--- config.mk ---
export PLATFORM = sky130hd
export DESIGN_NAME = fir_yout_wb_buffer
export DESIGN_NICKNAME = d
export VERILOG_FILES = /design/src/rtl/fir_yout_wb_buffer.sv
export SDC_FILE = /design/constraint.sdc
export NUM_CORES = 1
export LEC_CHECK = 0
export ABC_CLOCK_PERIOD_IN_PS = 10600
export CORE_MARGIN = 1
export CORE_UTILIZATION = 55
export CTS_BUF_LIST = sky130_fd_sc_hd__clkbuf_4 sky130_fd_sc_hd__clkbuf_8
export DETAILED_ROUTE_END_ITERATION = 6
export PLACE_DENSITY = 0.83
export SLEW_MARGIN = 10
export SYNTH_ARGS = -nofsm -noshare
export SYNTH_HDL_FRONTEND = slang
export SYNTH_SLANG_ARGS = --single-unit
--- constraint.sdc ---
create_clock -name wb_clk_i -period 10.6 [get_ports wb_clk_i]
set_input_delay 2.12 -clock wb_clk_i [delete_from_list [all_inputs] [get_ports wb_clk_i]]
set_output_delay 2.12 -clock wb_clk_i [all_outputs]
set_load 0.005 [all_outputs]
--- src/rtl/fir_yout_wb_buffer.sv ---
// Wishbone-readable FIFO that buffers FIR AXI-Stream output beats ({tlast, tdata}).
// Provides a pop register with bounded wait-for-data, a status/clear register and a last-beat interrupt.
module fir_yout_wb_buffer #(
    parameter int          DEPTH     = 8,
    parameter logic [31:0] DATA_ADDR = 32'h3000_0084,
    parameter logic [31:0] STAT_ADDR = 32'h3000_0090,
    parameter int          TIMEOUT   = 255
) (
    input  logic        wb_clk_i,
    input  logic        wb_rst_i,
    input  logic        wbs_cyc_i,
    input  logic        wbs_stb_i,
    input  logic        wbs_we_i,
    input  logic [3:0]  wbs_sel_i,
    input  logic [31:0] wbs_adr_i,
    input  logic [31:0] wbs_dat_i,
    output logic        wbs_ack_o,
    output logic [31:0] wbs_dat_o,
    input  logic        sm_tvalid,
    input  logic [31:0] sm_tdata,
    input  logic        sm_tlast,
    output logic        sm_tready,
    output logic        irq_o
);

    localparam int AW = (DEPTH > 1) ? $clog2(DEPTH) : 1;
    localparam int CW = $clog2(DEPTH + 1);
    localparam int TW = (TIMEOUT > 1) ? $clog2(TIMEOUT + 1) : 1;
    localparam logic [CW-1:0] FULL_CNT = CW'(DEPTH);
    localparam logic [TW-1:0] WAIT_MAX = TW'(TIMEOUT);

    typedef enum logic [1:0] {IDLE, WAIT, ACK} state_e;

    logic [32:0]   mem_q [DEPTH];
    logic [AW-1:0] wr_ptr_q, rd_ptr_q;
    logic [CW-1:0] count_q, count_d;
    logic [TW-1:0] wait_cnt_q, wait_cnt_d;
    state_e        state_q, state_d;
    logic          ack_q, ack_d;
    logic [31:0]   dat_q, dat_d;
    logic          last_seen_q, last_seen_d;
    logic          underflow_q, underflow_d;

    logic          push, pop;
    logic          clr_last, clr_uf, set_uf;
    logic          is_data, is_stat, req, full, empty;
    logic [32:0]   head;
    logic [31:0]   status;
    logic          unused_bits;

    assign full      = (count_q == FULL_CNT);
    assign empty     = (count_q == '0);
    assign sm_tready = !full;
    assign push      = sm_tvalid && !full;
    assign head      = mem_q[rd_ptr_q];

    assign is_data = (wbs_adr_i == DATA_ADDR);
    assign is_stat = (wbs_adr_i == STAT_ADDR);
    assign req     = wbs_cyc_i && wbs_stb_i && (is_data || is_stat);
    assign status  = {16'h0, 8'(count_q), 4'h0, underflow_q, last_seen_q, full, empty};

    assign unused_bits = ^{head[32], wbs_sel_i[3:1], wbs_dat_i[31:4], wbs_dat_i[1:0]};

    // NOTE: every output of this block gets a default first, so no path can infer a latch.
    always_comb begin
        state_d    = state_q;
        wait_cnt_d = wait_cnt_q;
        ack_d      = 1'b0;
        dat_d      = '0;
        pop        = 1'b0;
        clr_last   = 1'b0;
        clr_uf     = 1'b0;
        set_uf     = 1'b0;
        unique case (state_q)
            IDLE: begin
                if (req) begin
                    if (is_data && !wbs_we_i) begin
                        if (!empty) begin
                            pop     = 1'b1;
                            ack_d   = 1'b1;
                            dat_d   = head[31:0];
                            state_d = ACK;
                        end else begin
                            wait_cnt_d = '0;
                            state_d    = WAIT;
                        end
                    end else begin
                        ack_d   = 1'b1;
                        state_d = ACK;
                        if (is_stat && !wbs_we_i) dat_d = status;
                        if (is_stat && wbs_we_i && wbs_sel_i[0]) begin
                            clr_last = wbs_dat_i[2];
                            clr_uf   = wbs_dat_i[3];
                        end
                    end
                end
            end
            WAIT: begin
                if (!(wbs_cyc_i && wbs_stb_i)) begin
                    state_d = IDLE;
                end else if (!empty) begin
                    pop     = 1'b1;
                    ack_d   = 1'b1;
                    dat_d   = head[31:0];
                    state_d = ACK;
                end else if (wait_cnt_q == WAIT_MAX) begin
                    ack_d   = 1'b1;
                    set_uf  = 1'b1;
                    state_d = ACK;
                end else begin
                    wait_cnt_d = wait_cnt_q + TW'(1);
                end
            end
            // The still-asserted request is ignored here, so the master sees one idle cycle.
            ACK:     state_d = IDLE;
            default: state_d = IDLE;
        endcase
    end

    always_comb begin
        count_d = count_q;
        unique case ({push, pop})
            2'b10:   count_d = count_q + CW'(1);
            2'b01:   count_d = count_q - CW'(1);
            default: count_d = count_q;
        endcase
    end

    // A newly pushed last beat wins over a clear issued in the same cycle.
    assign last_seen_d = (last_seen_q && !clr_last) || (push && sm_tlast);
    assign underflow_d = (underflow_q && !clr_uf) || set_uf;

    // NOTE: storage is left unreset; the pointers and count alone decide what is valid.
    always_ff @(posedge wb_clk_i) begin
        if (push) mem_q[wr_ptr_q] <= {sm_tlast, sm_tdata};
    end

    // NOTE: sequential state uses non-blocking assignments so every register samples pre-edge values.
    always_ff @(posedge wb_clk_i) begin
        if (wb_rst_i) begin
            wr_ptr_q    <= '0;
            rd_ptr_q    <= '0;
            count_q     <= '0;
            wait_cnt_q  <= '0;
            state_q     <= IDLE;
            ack_q       <= 1'b0;
            dat_q       <= '0;
            last_seen_q <= 1'b0;
            underflow_q <= 1'b0;
        end else begin
            if (push) wr_ptr_q <= wr_ptr_q + AW'(1);
            if (pop)  rd_ptr_q <= rd_ptr_q + AW'(1);
            count_q     <= count_d;
            wait_cnt_q  <= wait_cnt_d;
            state_q     <= state_d;
            ack_q       <= ack_d;
            dat_q       <= dat_d;
            last_seen_q <= last_seen_d;
            underflow_q <= underflow_d;
        end
    end

    assign wbs_ack_o = ack_q;
    assign wbs_dat_o = dat_q;
    assign irq_o     = last_seen_q;

endmodule

==> impl_metrics.json, run 1 <==
{
  "status": "finished clean",
  "syn-mean-instance-area_sq_um": 18.5,
  "critical_path_buf_inv_count": 2,
  "cts_tree": "built",
  "critPathMaxFanout": 11,
  "fillCellCount": 1348,
  "multiInputGateArea_sq_mm": 0.00304,
  "mostFrequentLayoutCell": "edfxtp_1",
  "slew_viol_final": 0,
  "globalplace.congestion": 0.863,
  "overflow": 0,
  "cp_slowest_cell": "nor4_2",
  "final_layout_size_suffix_gt1_share_pct": 22.0,
  "clock_sinks": 314,
  "area_growth_pct": 20.7,
  "drt-initial-drc-count": 477,
  "detailed_place_hpwl_mm": 14.3,
  "synth_seq_cells": 314,
  "vias": 6475,
  "clock_latency_ns": 0.57,
  "ir_worst_vdd_v": 0.000169,
  "min_period_ns": 5.35,
  "start_util_pct": 56.7,
  "crit_required_ns": 11.06,
  "ant_nets": 0,
  "fin_worst_skew_ns": 0.0292,
  "relSlewSlack_pct": 25.4,
  "synth_cell_types": 56,
  "grt_max_degree": 65,
  "postCtsResizedCells": 0,
  "drc": 0,
  "numPlacedInstances": 1014,
  "fin_tns_setup_ns": 0,
  "post_drt_wl_per_cell_um": 21.7,
  "cts_root_buffer": "clkbuf_8",
  "postCtsHoldBufs": 0,
  "synthArstFlopShare_pct": 0,
  "htree_num_levels": 2,
  "port_buffers": 108,
  "die_w_um": 150,
  "cts_buffer_depth": 3,
  "synthesis.area_sq_mm": 0.0120,
  "rsz0062_at_grt": "false",
  "ios": 142,
  "timing.fmax_mhz": 187,
  "yosys_warnings": 0,
  "worstSetupPathType": "in2reg",
  "instances_no_fill": 1102,
  "finalSetupViolations": 0,
  "synth_fp_nets": 763,
  "cts_buffers": 47,
  "power_density_mw_per_mm2": 176,
  "hold_viol": 0,
  "synthCells": 650,
  "dieArea_sq_mm": 0.0225,
  "viasPerCell": 5.88,
  "r2r_cells": 12,
  "tightest_slew_ns": 1.12,
  "antenna_cells": 0,
  "drt-total-wl_mm": 23.9,
  "power.leakage_nw": 4.66,
  "hold_depth": 2,
  "startpoint_type": "input pin",
  "grt_antenna_before_repair": 1,
  "grt_use_total_pct": 21.8,
  "worst_setup_path_end_kind": "flop",
  "grt_pass1_wl_mm": 36.2,
  "core_area_sq_mm": 0.0212,
  "yosys_most_used_dff": "edfxtp_1",
  "crit_arrival_ns": 5.81,
  "period_share_pct": 50.5,
  "crit_chain": "clkdlybuf4s50_1, nor2b_1, o2111ai_1, nor4_2, nor2_1, inv_1, ha_1, xor2_1, ha_1, a21oi_1, xor2_1, or3_1, a21oi_1",
  "hold_path.class": "reg2reg",
  "dr.pass1.iters": 5,
  "die_h_um": 150,
  "crit_cells": 13,
  "cts_setup_buffers": 0,
  "path_clk_slew_ns": 0.06,
  "rows": 53,
  "final_nets": 901,
  "ys_seq_area_share_pct": 73.6,
  "synth_edf_count": 256,
  "mostFrequentLayoutCells": "edfxtp_1, clkdlybuf4s50_1, mux4_2",
  "regArea_sq_mm": 0.00885,
  "max_cap_violations": 0,
  "grt_pass1_vias": 6783,
  "slowest_delay_ns": 0.59,
  "cpLargestDelayFamily": "simple AND/OR/NAND/NOR gates"
}
==> registers in the layout, indices dropped and copies added, names as in the netlist, named ones only <==
signal and cells:
count_q 4, wr_ptr_q 3, wait_cnt_q 8, state_q 2, rd_ptr_q 3, wbs_dat_o 32
irq_o 1, mem_q 256, wbs_ack_o 1, underflow_q 1
==> final timing paths <==
path,startpoint,endpoint,slack [ns]
min reg2reg,underflow_q,underflow_q,0.48
max,wbs_adr_i[4],count_q[2],5.25
min,underflow_q,underflow_q,0.48
max reg2reg,state_q[1],count_q[2],7.26
==> report_power, final <==
part	switching, mW	internal [mW]
Clock	0.455	0.612
Sequential	0.0135	1.36
Combinational	0.0627	0.0574
Total	0.532	2.03
==> stage by stage <==
stage | total power, mW | setup slack, ns | utilization (%) | hold WS, ns | area, sq um
2_1_floorplan | 1.46 | 4.12 | - | 0.442 | 12000
3_3_place_gp | 1.51 | 4.95 | 63.4 | 0.472 | 13500
3_5_place_dp | 1.52 | 4.78 | 63.4 | 0.471 | 13500
4_1_cts | 2.58 | 5.33 | 68.4 | 0.480 | 14500
5_1_grt | 2.64 | 4.99 | 68.4 | 0.506 | 14500
6_report | 2.56 | 5.25 | 68.4 | 0.479 | 14500
==> worst register-to-register path: stages, from the launching register on <==
cell,delay (ns)
dfxtp_1,0.35
nor2_1,0.18
o2111ai_1,0.44
nor4_2,0.59
nor2_1,0.22
inv_1,0.14
ha_1,0.29
xor2_1,0.20
ha_1,0.17
a21oi_1,0.05
xor2_1,0.17
or3_1,0.31
a21oi_1,0.14
==> cells by family after synthesis <==
group	share of synthesized area (%)
flops	73.6
simple gates	5.64
mux	15.2
compound gates	3.10
buf+inv	1.50
fa+ha+maj	0.624
xor+xnor	0.364
==> cell type report <==
class | count | share of cell area (%)
inverters | 7 | 0.181
repair buffers | 123 | 8.22
clock buffers | 64 | 5.72
well taps | 275 | 2.37
clock inverters | 24 | 1.56
multi-input cells | 295 | 21.0
flip-flops and latches | 314 | 61.0
==> per-layer routing <==
layer,track usage (%),share of wire [%],wire (um)
met5,0,0.075,18
met4,7.07,2.2,538
met3,5.46,8.6,2050
met2,38.0,51,12200
met1,26.7,38,9150
==> synthesized netlist by cell type (4+ instances only) <==
cell      instances  area [sq um]
o22ai_1           6          37.5
nor2b_1           6          37.5
xor2_1            4          35.0
nand2b_1          7          43.8
o21ai_0           7          35.0
nand3_1           6          30.0
edfxtp_1        256          7690
buf_2             9          45.0
mux2i_1          34           340
nor3b_1           4          30.0
mux4_2           64          1440
nand2_1          17          63.8
nor3_1            6          30.0
dfxtp_1          58          1160
inv_1             7          26.3
ha_1              6          75.1
nand4_1           7          43.8
nor2_1           43           161
mux2_2            4          45.0
clkbuf_1         20          75.1
nor4_1           13          81.3
a311oi_1          6          52.6
a21oi_1          14          70.1
(Power assumes the default switching activity.)
==> run 2: changes to the inputs <==
--- a/config.mk
+++ b/config.mk
@@ -5,12 +5,12 @@
 export SDC_FILE = /design/constraint.sdc
 export NUM_CORES = 1
 export LEC_CHECK = 0
-export ABC_CLOCK_PERIOD_IN_PS = 10600
+export ABC_CLOCK_PERIOD_IN_PS = 4300
 export CORE_MARGIN = 1
-export CORE_UTILIZATION = 55
+export CORE_UTILIZATION = 52
 export CTS_BUF_LIST = sky130_fd_sc_hd__clkbuf_4 sky130_fd_sc_hd__clkbuf_8
 export DETAILED_ROUTE_END_ITERATION = 6
-export PLACE_DENSITY = 0.83
+export PLACE_DENSITY = 0.82
 export SLEW_MARGIN = 10
 export SYNTH_ARGS = -nofsm -noshare
 export SYNTH_HDL_FRONTEND = slang
==> constraint.sdc (replaced) <==
create_clock -name wb_clk_i -period 4.3 [get_ports wb_clk_i]
set_input_delay 0.86 -clock wb_clk_i [delete_from_list [all_inputs] [get_ports wb_clk_i]]
set_output_delay 0.86 -clock wb_clk_i [all_outputs]
set_load 0.005 [all_outputs]
==> run 2 against run 1 <==
Clock power grew 150%. Critical endpoint unchanged. Flip-flop and latch count is the same. Power grew 150%. Sequential power grew 150%.
==> impl_metrics.json, run 2 (synthesis results as in run 1) <==
{
  "dr.pass1.iters": 6,
  "dp_worst_setup_slack_ns": 0.276,
  "overflow": 0,
  "die_w_um": 154,
  "worstSetupPathType": "in2reg",
  "critPathMaxFanout": 6,
  "rows": 55,
  "core_area_sq_mm": 0.0226,
  "startpoint_type": "input pin",
  "final_layout_size_suffix_gt1_share_pct": 22.9,
  "worst_setup_path_end_kind": "flop",
  "power_density_mw_per_mm2": 434,
  "top_register": "mem_q",
  "clock_latency_ns": 0.58,
  "max_cap_violations": 0,
  "relSlewSlack_pct": 31.9,
  "post_drt_wl_per_cell_um": 22.2,
  "timing.fmax_mhz": 284,
  "finalSetupViolations": 0,
  "cts_buffer_depth": 3,
  "antenna_cells": 0,
  "cts_setup_buffers": 0,
  "tightest_slew_ns": 1.02,
  "fillCellCount": 1507,
  "swShare_pct": 20.8,
  "detailed_place_hpwl_mm": 14.3,
  "switchingPower_mw": 1.32,
  "crit_required_ns": 4.79,
  "dieArea_sq_mm": 0.0237,
  "fin_worst_skew_ns": 0.0225,
  "ir_worst_vdd_v": 0.000372,
  "power_frac_clock_pct": 41.9,
  "port_buffers": 108,
  "power.internal_mw": 5.04,
  "die_h_um": 154,
  "period_share_pct": 82.0,
  "start_util_pct": 53.1,
  "postCtsResizedCells": 0,
  "globalplace.congestion": 0.852,
  "cts_tree": "built",
  "fin_tns_setup_ns": 0,
  "ant_nets": 0,
  "power_frac_seq_pct": 53.5,
  "clock_sinks": 314,
  "viasPerCell": 5.94,
  "vias": 6638,
  "slew_viol_final": 0,
  "status": "finished clean",
  "hold_viol": 0,
  "htree_num_levels": 2,
  "grt_use_total_pct": 21.5,
  "grt_pass1_vias": 7055,
  "drt-total-wl_mm": 24.8,
  "cts_root_buffer": "clkbuf_8",
  "grt_antenna_before_repair": 0,
  "ios": 142,
  "postCtsHoldBufs": 0,
  "finalWorstSetupSlack_ns": 0.774,
  "grt_max_degree": 52,
  "largest_reg_flops": 256,
  "mostFrequentLayoutCell": "edfxtp_1",
  "rsz0062_at_grt": "false",
  "power.leakage_nw": 4.71,
  "drt-initial-drc-count": 421,
  "hold_path.class": "reg2reg",
  "final_nets": 907,
  "min_period_ns": 3.53,
  "mostFrequentLayoutCells": "edfxtp_1, clkdlybuf4s50_1, mux4_2",
  "area_growth_pct": 21.8,
  "cts_buffers": 48,
  "drc": 0,
  "path_clk_slew_ns": 0.06,
  "crit_arrival_ns": 4.02,
  "comb_power_share_pct": 4.6,
  "grt_pass1_wl_mm": 38.5
}
## run 2: per-layer routing
layer	part of all wire [%]	vias to the layer above	track usage [%]	wire length, um
met5	0	-	0	0
met4	1.8	0	7.10	449
met3	8.5	48	5.78	2110
met2	51	330	37.5	12600
met1	39	3337	26.0	9620
li1	-	2923	-	-
## run 2: cell type report
class                           count  area (sq um)  share of cell area (%)
Multi-Input combinational cell    295          3060                    20.9
Tap cell                          285           357                    2.43
Inverter                            7          26.3                   0.179
Clock inverter                     14           130                   0.888
Timing Repair Buffer              128          1270                    8.66
Clock buffer                       75           951                    6.49
Sequential cell                   314          8850                    60.5
## run 2: final timing paths
path	slack, ns	startpoint	cells after the start	to
worst max-delay path	0.77	wbs_adr_i[2]	13	count_q[2]
worst min register to register	0.47	underflow_q	2	underflow_q
worst max register to register	1.00	state_q[0]	12	count_q[2]
worst min-delay path	0.47	underflow_q	2	underflow_q
## run 2: stage by stage
| step | total power [mW] | util [%] | instance area [sq um] | hold WS (ns) | std cells |
|---|---|---|---|---|---|
| final | 6.36 | 64.7 | 14600 | 0.473 | 1118 |
| after global routing | 6.55 | 64.7 | 14600 | 0.489 | 1118 |
| after CTS | 6.40 | 64.7 | 14600 | 0.470 | 1118 |
| after detailed placement | 3.76 | 59.9 | 13600 | 0.461 | 1029 |
| after global placement | 3.74 | 59.9 | 13600 | 0.467 | 1029 |
| after floorplan | 3.59 | - | 12000 | 0.442 | 650 |
## run 2: critical path, stage by stage
cell and delay, ns:
clkdlybuf4s50_1 0.52, nor2b_1 0.36, o2111ai_1 0.24, nor4_2 0.37, nor2_1 0.18, inv_1 0.13
ha_1 0.29, xor2_1 0.19, ha_1 0.17, a21oi_1 0.05, xor2_1 0.17, or3_1 0.33
a21oi_1 0.15
## run 2: power by group through the flow
stage | logic, mW | registers (mW) | clock network [mW]
final | 0.293 | 3.40 | 2.66
after global routing | 0.314 | 3.41 | 2.83
after CTS | 0.293 | 3.40 | 2.71
after detailed placement | 0.291 | 3.47 | 0
after global placement | 0.278 | 3.46 | 0
after floorplan | 0.160 | 3.43 | 0
